===== config.mk =====
export PLATFORM = sky130hd
export DESIGN_NAME = coherence_bus_ctrl
export DESIGN_NICKNAME = d
export VERILOG_FILES = /design/src/rtl/coherence_bus_ctrl_pkg.sv /design/src/rtl/coherence_bus_ctrl_arbiter.sv /design/src/rtl/coherence_bus_ctrl.sv
export SDC_FILE = /design/constraint.sdc
export NUM_CORES = 1
export LEC_CHECK = 0
export ABC_AREA = 0
export CORE_AREA = 2 2 199 201
export DETAILED_ROUTE_END_ITERATION = 8
export DIE_AREA = 0 0 201 203
export GPL_TIMING_DRIVEN = 0
export HOLD_SLACK_MARGIN = 0.02
export PLACE_DENSITY_LB_ADDON = 0.15
export SYNTH_ARGS = -nofsm -noshare
export SYNTH_HDL_FRONTEND = slang
export SYNTH_SLANG_ARGS = --single-unit

===== constraint.sdc =====
create_clock -name CLK -period 3.8 [get_ports CLK]
set_input_delay 0.76 -clock CLK [delete_from_list [all_inputs] [get_ports CLK]]
set_output_delay 0.76 -clock CLK [all_outputs]
set_load 0.005 [all_outputs]

===== src/rtl/coherence_bus_ctrl_pkg.sv =====
// Shared types and constants for the dual-core coherence bus controller.
package coherence_bus_ctrl_pkg;

  localparam int NCPU_DEFAULT     = 2;
  localparam int SNOOP_TO_DEFAULT = 15;
  // Snoop cycles during which the peer's cctrans is not yet meaningful.
  localparam int SNOOP_IGNORE     = 2;

  typedef enum logic [2:0] {
    IDLE,
    WB,
    IFETCH,
    SNOOP,
    C2C,
    MEMRD
  } bus_state_t;

  typedef enum logic [1:0] {
    RAM_FREE   = 2'd0,
    RAM_BUSY   = 2'd1,
    RAM_ACCESS = 2'd2,
    RAM_ERROR  = 2'd3
  } ramstate_t;

  typedef enum logic [1:0] {
    REQ_WB,
    REQ_DREAD,
    REQ_IREAD
  } req_class_t;

  // Two-core round-robin pick: on a tie the core that was not granted last wins.
  function automatic logic rr_pick(input logic [1:0] req, input logic last);
    if (req == 2'b11) return ~last;
    return req[1];
  endfunction

endpackage


===== src/rtl/coherence_bus_ctrl_arbiter.sv =====
// Request classifier and two-core round-robin arbiter with last-grant memory.
module bus_rr_arbiter
  import coherence_bus_ctrl_pkg::*;
(
  input  logic       CLK,
  input  logic       RST,
  input  logic [1:0] i_iren,
  input  logic [1:0] i_dren,
  input  logic [1:0] i_dwen,
  input  logic       i_take,
  output logic       o_valid,
  output logic       o_grant,
  output req_class_t o_class
);

  logic [1:0] w_wb_req;
  logic [1:0] w_cls_req;
  logic       r_last_grant;

  // Pick the highest-priority request class, then the core inside that class.
  always_comb begin
    // NOTE: every always_comb output gets a default first so no path infers a latch.
    o_valid   = 1'b1;
    o_class   = REQ_WB;
    w_wb_req  = i_dwen & ~i_dren;
    w_cls_req = w_wb_req;
    if (|w_wb_req) begin
      o_class   = REQ_WB;
      w_cls_req = w_wb_req;
    end else if (|i_dren) begin
      o_class   = REQ_DREAD;
      w_cls_req = i_dren;
    end else if (|i_iren) begin
      o_class   = REQ_IREAD;
      w_cls_req = i_iren;
    end else begin
      o_valid   = 1'b0;
      w_cls_req = 2'b00;
    end
    o_grant = rr_pick(w_cls_req, r_last_grant);
  end

  // Remember the most recent winner so ties alternate.
  always_ff @(posedge CLK) begin
    // NOTE: sequential state uses non-blocking assignment so all flops update together.
    if (RST) begin
      r_last_grant <= 1'b0;
    end else if (i_take && o_valid) begin
      r_last_grant <= o_grant;
    end
  end

endmodule


===== src/rtl/coherence_bus_ctrl.sv =====
// Bus controller: arbitrates icache/dcache traffic of two cores onto one RAM
// port and runs the MESI snoop / cache-to-cache transfer handshake.
module coherence_bus_ctrl
  import coherence_bus_ctrl_pkg::*;
#(
  parameter int NCPU     = NCPU_DEFAULT,    // only 2 is supported
  parameter int SNOOP_TO = SNOOP_TO_DEFAULT
) (
  input  logic                  CLK,
  input  logic                  RST,
  input  logic [NCPU-1:0]       iREN,
  input  logic [NCPU-1:0][31:0] iaddr,
  output logic [NCPU-1:0]       iwait,
  output logic [NCPU-1:0][31:0] iload,
  input  logic [NCPU-1:0]       dREN,
  input  logic [NCPU-1:0]       dWEN,
  input  logic [NCPU-1:0][31:0] daddr,
  input  logic [NCPU-1:0][31:0] dstore,
  input  logic [NCPU-1:0]       ccwrite,
  input  logic [NCPU-1:0]       cctrans,
  output logic [NCPU-1:0]       dwait,
  output logic [NCPU-1:0][31:0] dload,
  output logic [NCPU-1:0]       ccwait,
  output logic [NCPU-1:0]       ccinv,
  output logic [NCPU-1:0][31:0] ccsnoopaddr,
  output logic                  ramREN,
  output logic                  ramWEN,
  output logic [31:0]           ramaddr,
  output logic [31:0]           ramstore,
  input  logic [31:0]           ramload,
  input  logic [1:0]            ramstate
);

  localparam int CNT_W = $clog2(SNOOP_TO + 1);

  bus_state_t       r_state;
  logic             r_grant;
  logic             r_word;
  logic [CNT_W-1:0] r_snoop_cnt;

  logic             w_other;
  logic             w_ram_access;
  logic             w_c2c_done;
  logic             w_d_drop;
  logic             w_take;
  logic             w_arb_valid;
  logic             w_arb_grant;
  req_class_t       w_arb_class;
  logic [CNT_W-1:0] w_snoop_inc;

  assign w_other      = ~r_grant;
  // ERROR is deliberately not special-cased: anything but ACCESS means retry.
  assign w_ram_access = (ramstate == RAM_ACCESS);
  assign w_d_drop     = ~dREN[r_grant] & ~dWEN[r_grant];
  assign w_take       = (r_state == IDLE);
  assign w_snoop_inc  = r_snoop_cnt + CNT_W'(1);

  bus_rr_arbiter u_arb (
    .CLK     (CLK),
    .RST     (RST),
    .i_iren  (iREN),
    .i_dren  (dREN),
    .i_dwen  (dWEN),
    .i_take  (w_take),
    .o_valid (w_arb_valid),
    .o_grant (w_arb_grant),
    .o_class (w_arb_class)
  );

  // Drive core, snoop and RAM handshakes from the current state and grant.
  always_comb begin
    iwait       = '1;
    dwait       = '1;
    iload       = '0;
    dload       = '0;
    ccwait      = '0;
    ccinv       = '0;
    ccsnoopaddr = '0;
    ramREN      = 1'b0;
    ramWEN      = 1'b0;
    ramaddr     = '0;
    ramstore    = '0;
    w_c2c_done  = 1'b0;
    case (r_state)
      WB: begin
        // Gate the strobe with dWEN so the tail cycle after the last word
        // does not start a stray RAM write.
        ramWEN   = dWEN[r_grant];
        ramaddr  = daddr[r_grant];
        ramstore = dstore[r_grant];
        if (w_ram_access) dwait[r_grant] = 1'b0;
      end
      IFETCH: begin
        ramREN  = 1'b1;
        ramaddr = iaddr[r_grant];
        if (w_ram_access) begin
          iload[r_grant] = ramload;
          iwait[r_grant] = 1'b0;
        end
      end
      SNOOP: begin
        ccwait[w_other]      = 1'b1;
        ccsnoopaddr[w_other] = daddr[r_grant];
        ccinv[w_other]       = ccwrite[r_grant];
      end
      C2C: begin
        ccwait[w_other]      = 1'b1;
        ccsnoopaddr[w_other] = daddr[r_grant];
        ccinv[w_other]       = ccwrite[r_grant];
        dload[r_grant]       = dstore[w_other];
        if (cctrans[w_other]) begin
          // Modified line: the supplied word is also written back to RAM.
          ramWEN     = 1'b1;
          ramaddr    = daddr[r_grant];
          ramstore   = dstore[w_other];
          w_c2c_done = w_ram_access;
        end else begin
          w_c2c_done = 1'b1;
        end
        if (w_c2c_done) begin
          dwait[r_grant] = 1'b0;
          dwait[w_other] = 1'b0;
        end
      end
      MEMRD: begin
        ramREN  = 1'b1;
        ramaddr = daddr[r_grant];
        if (w_ram_access) begin
          dload[r_grant] = ramload;
          dwait[r_grant] = 1'b0;
        end
      end
      default: begin
      end
    endcase
  end

  // Bus FSM: grant in IDLE, then sequence words and snoop outcomes.
  always_ff @(posedge CLK) begin
    if (RST) begin
      r_state     <= IDLE;
      r_grant     <= 1'b0;
      r_word      <= 1'b0;
      r_snoop_cnt <= '0;
    end else begin
      case (r_state)
        IDLE: begin
          if (w_arb_valid) begin
            r_grant     <= w_arb_grant;
            r_word      <= 1'b0;
            r_snoop_cnt <= '0;
            case (w_arb_class)
              REQ_WB:    r_state <= WB;
              REQ_DREAD: r_state <= SNOOP;
              default:   r_state <= IFETCH;
            endcase
          end
        end
        WB: begin
          // Writer holds dWEN across both words; dropping it ends the burst.
          if (~dWEN[r_grant]) r_state <= IDLE;
        end
        IFETCH: begin
          if (w_ram_access) r_state <= IDLE;
        end
        SNOOP: begin
          if (w_d_drop) begin
            r_state <= IDLE;
          end else begin
            r_snoop_cnt <= w_snoop_inc;
            if (dWEN[w_other]) begin
              r_state <= C2C;
            end else if (~cctrans[w_other] && (r_snoop_cnt >= CNT_W'(SNOOP_IGNORE))) begin
              r_state <= MEMRD;
            end else if (w_snoop_inc == CNT_W'(SNOOP_TO)) begin
              r_state <= MEMRD;
            end
          end
        end
        C2C: begin
          if (w_d_drop) begin
            r_state <= IDLE;
            r_word  <= 1'b0;
          end else if (w_c2c_done) begin
            if (r_word) begin
              r_state <= IDLE;
              r_word  <= 1'b0;
            end else begin
              r_word <= 1'b1;
            end
          end
        end
        MEMRD: begin
          if (w_d_drop) begin
            r_state <= IDLE;
            r_word  <= 1'b0;
          end else if (w_ram_access) begin
            if (r_word) begin
              r_state <= IDLE;
              r_word  <= 1'b0;
            end else begin
              r_word <= 1'b1;
            end
          end
        end
        default: r_state <= IDLE;
      endcase
    end
  end

endmodule


==> impl_results.md <==
* Most frequent cells in the layout: clkdlybuf4s50_1, and2_1, mux2i_1, a22o_1, a21oi_1
* Pleak at 3.59 nW
* Die W at 201 um
* CP Max Fanout at 10
* CP max stage delay at 0.53 ns
* Largest net degree at the start of global routing at 20
* Syn. warnings at 0
* Fmax at 268 MHz
* Post-synthesis simple-gate area fraction at 0.292
* Post-synth top flop: dfxtp_1
* Worst setup SP type: input pin
* #FFs+latches synth at 9
* 1st-iter DRT viols at 321
* Compound-cell area share of the yosys netlist at 0.405
* PortBufs at 503
* H-tree levels at 1
* GRT Util Overall at 0.163
* Total grt overflow at 0
* Final Skew at 0.00143 ns
* Antenna Nets Post-Route at 0
* Total power at 3.20 mW
* Critical Path End Type: output pin
* Min Clock Period, post-route at 3.73 ns
* EDFF count, synth at 0
* # IOs at 504
* Routed vias at 6908
* Critical path type: in -> out
* CP delay by family, top: buffers and inverters
* CP arrival at 2.97 ns
* Top cell by count, worst path: clkdlybuf4s50_1
* Max IR drop VDD at 0.133 mV
* Max_slew headroom at 0.450
* Power Dens Cells at 318 nW/um^2
* RSZ-0062 raised after global routing: yes
* Mapped Area at 4050 sq um
* Clock Pin Slew Worst Setup and Hold Paths at 0.04 ns
* Initial antenna violation count at 6
* Hold Crit Class: reg -> reg
* Most common cell after layout, fill and taps aside: clkdlybuf4s50_1
* Layout Nets at 1324
* CP Data Required Time at 3.04 ns
* Vias in the first global route at 7181
* CTS Buf Count at 3
* Status: finished clean
* Count of buffer and inverter cells on the critical path at 4
* Die Height at 203 um
* Ranking of synthesized cells by area: and2_1, mux2i_1, a22o_1, a221oi_1, a22oi_1
* Post-synthesis sequential area ratio at 0.0445
* CTS tree: done
* Drt total wl at 35600 um
* Synth-to-Final Area Change at 148%
* Clock buffer depth at 2
* TNS Setup at 0 ns
* Fin area at 10100 sq um
* Cell Count Post-Placement at 1589
* Final setup vio count at 0
* Synth top area share at 0.203
* Xor/xnor share of the synthesized area at 0
* Layout Cells excl Fill at 1604
* Slowest cell on the critical path: clkdlybuf4s50_1
* WL per Instance at 22.2 um
* Post-synthesis adder-cell area fraction at 0.00928
* GP Congestion at 0.820
* Fraction of layout cells with a size suffix above 1 at 0.0693
* Starting Density at 0.105
* Post-Syn Instances at 568
* Via density at 4.31
* Sequence of cells on the critical path: clkdlybuf4s50_1 > nor2b_4 > nand2_1 > nor3_4 > buf_12 > clkbuf_4 > a22o_1 > clkdlybuf4s50_1
* Cell variety after synth at 44
* Maxcap violations at 0
* Syn_area_per_cell at 7.12 sq um
* Largest family of logic cells by synthesized area: compound AO/OA/AOI/OAI gates
* Post-synth ARST share at 0
* Hpwl dp at 30100 um
* DRT Pass-1 Iters at 5
* R2R Setup Slk at 1.85 ns
* Slew @ Worst Pin at 0.825 ns
* Clk sinks at 9
* Mux share of post-synthesis cell area at 0.176
* Worst-Skew Late Latency at 0.24 ns
* DRC errors left at 0
* Count of final max-slew check failures at 0
* Largest area contributor in the synthesized netlist: and2_1
* Core Region at 38500 sq um
* Rows at 72
* Die area at 40800 sq um
* Placed inst area at 9730 sq um
* Utilization after layout at 0.261
* Period utilisation layout at 0.983
* Hold buffer count at CTS at 0
* Root buf cell: clkbuf_16
* First-pass GRT wire length at 50000 um
* Final hold violations at 0
* Syn Nets at 809
per-layer routing:
layer,GRT usage,vias up,part of all wire
li1,-,3232,-
met4,0.0373,2,0.016
met1,0.173,3299,0.37
met5,0,-,0.00031
met3,0.0332,23,0.069
met2,0.326,352,0.55
registers in the layout (all words and copies together) (netlist names):
signal	cells
r_snoop_cnt	4
r_state	3
r_word	1
u_arb.r_last_grant	1
power by group:
group | internal [mW] | leakage [nW] | switching, mW
clock | 0.140 | 0.0382 | 0.0481
combinational | 1.47 | 3.48 | 1.42
sequential | 0.109 | 0.0733 | 0.00755
total | 1.72 | 3.59 | 1.47
kinds of logic (layout without fill, tap and decap cells):
group / after synthesis / in the layout
AND/OR/NAND/NOR: 195 / 195
adder cells (fa/ha/maj): 3 / 3
buffers and inverters: 70 / 584
flip-flops: 9 / 9
AO/OA/AOI/OAI: 220 / 220
other: 0 / 4
multiplexers: 71 / 71
path summary, 6_finish.rpt:
path | from | to | cells past startpoint
hold / removal | r_word | r_word | 2
hold reg to reg | r_word | r_word | 2
setup reg to reg | u_arb.r_last_grant | r_state[2] | 7
setup / recovery | ramstate[1] | dload[11] | 8
cell type report:
| cell class | instances | area (sq um) |
|---|---|---|
| tap | 518 | 648 |
| inverter | 6 | 22.5 |
| sequential | 9 | 180 |
| fill | 4232 | 28400 |
| multi-input combinational | 489 | 3670 |
| buffer | 63 | 329 |
| clock buffer | 4 | 78.8 |
| antenna | 4 | 10.0 |
| timing repair buffer | 511 | 5120 |
tightest hold or removal path: cells and delay by family (launching register included):
kind / cells / cell delay, ns
DFF: 1 / 0.32
muxes: 1 / 0.07
and+or+nand+nor: 1 / 0.08
metrics by stage:
step,worst slack [ns],hold slack (ns)
after floorplan,1.12,0.464
after global placement,-1.12,0.495
after detailed placement,-1.03,0.502
after CTS,-0.00742,0.512
after global routing,-0.0652,0.544
final,0.0653,0.509
synthesized netlist by cell type (7+ instances only):
library cell and number:
dfxtp_1 9, a22oi_1 32, a21oi_1 41, clkbuf_1 42
mux2i_1 70, nand2b_1 7, o21ai_0 8, and2_1 131
a22o_1 64, nor2_1 17, buf_2 21, o22ai_1 32
nand2_1 11, a221oi_1 32
repair_timing:
action	in CTS	in global routing
resized for setup	29	38
setup endpoints to repair	226	148
pin swaps	1	2
setup buffers	5	3
No activity file was read; power rests on OpenSTA's default activity.
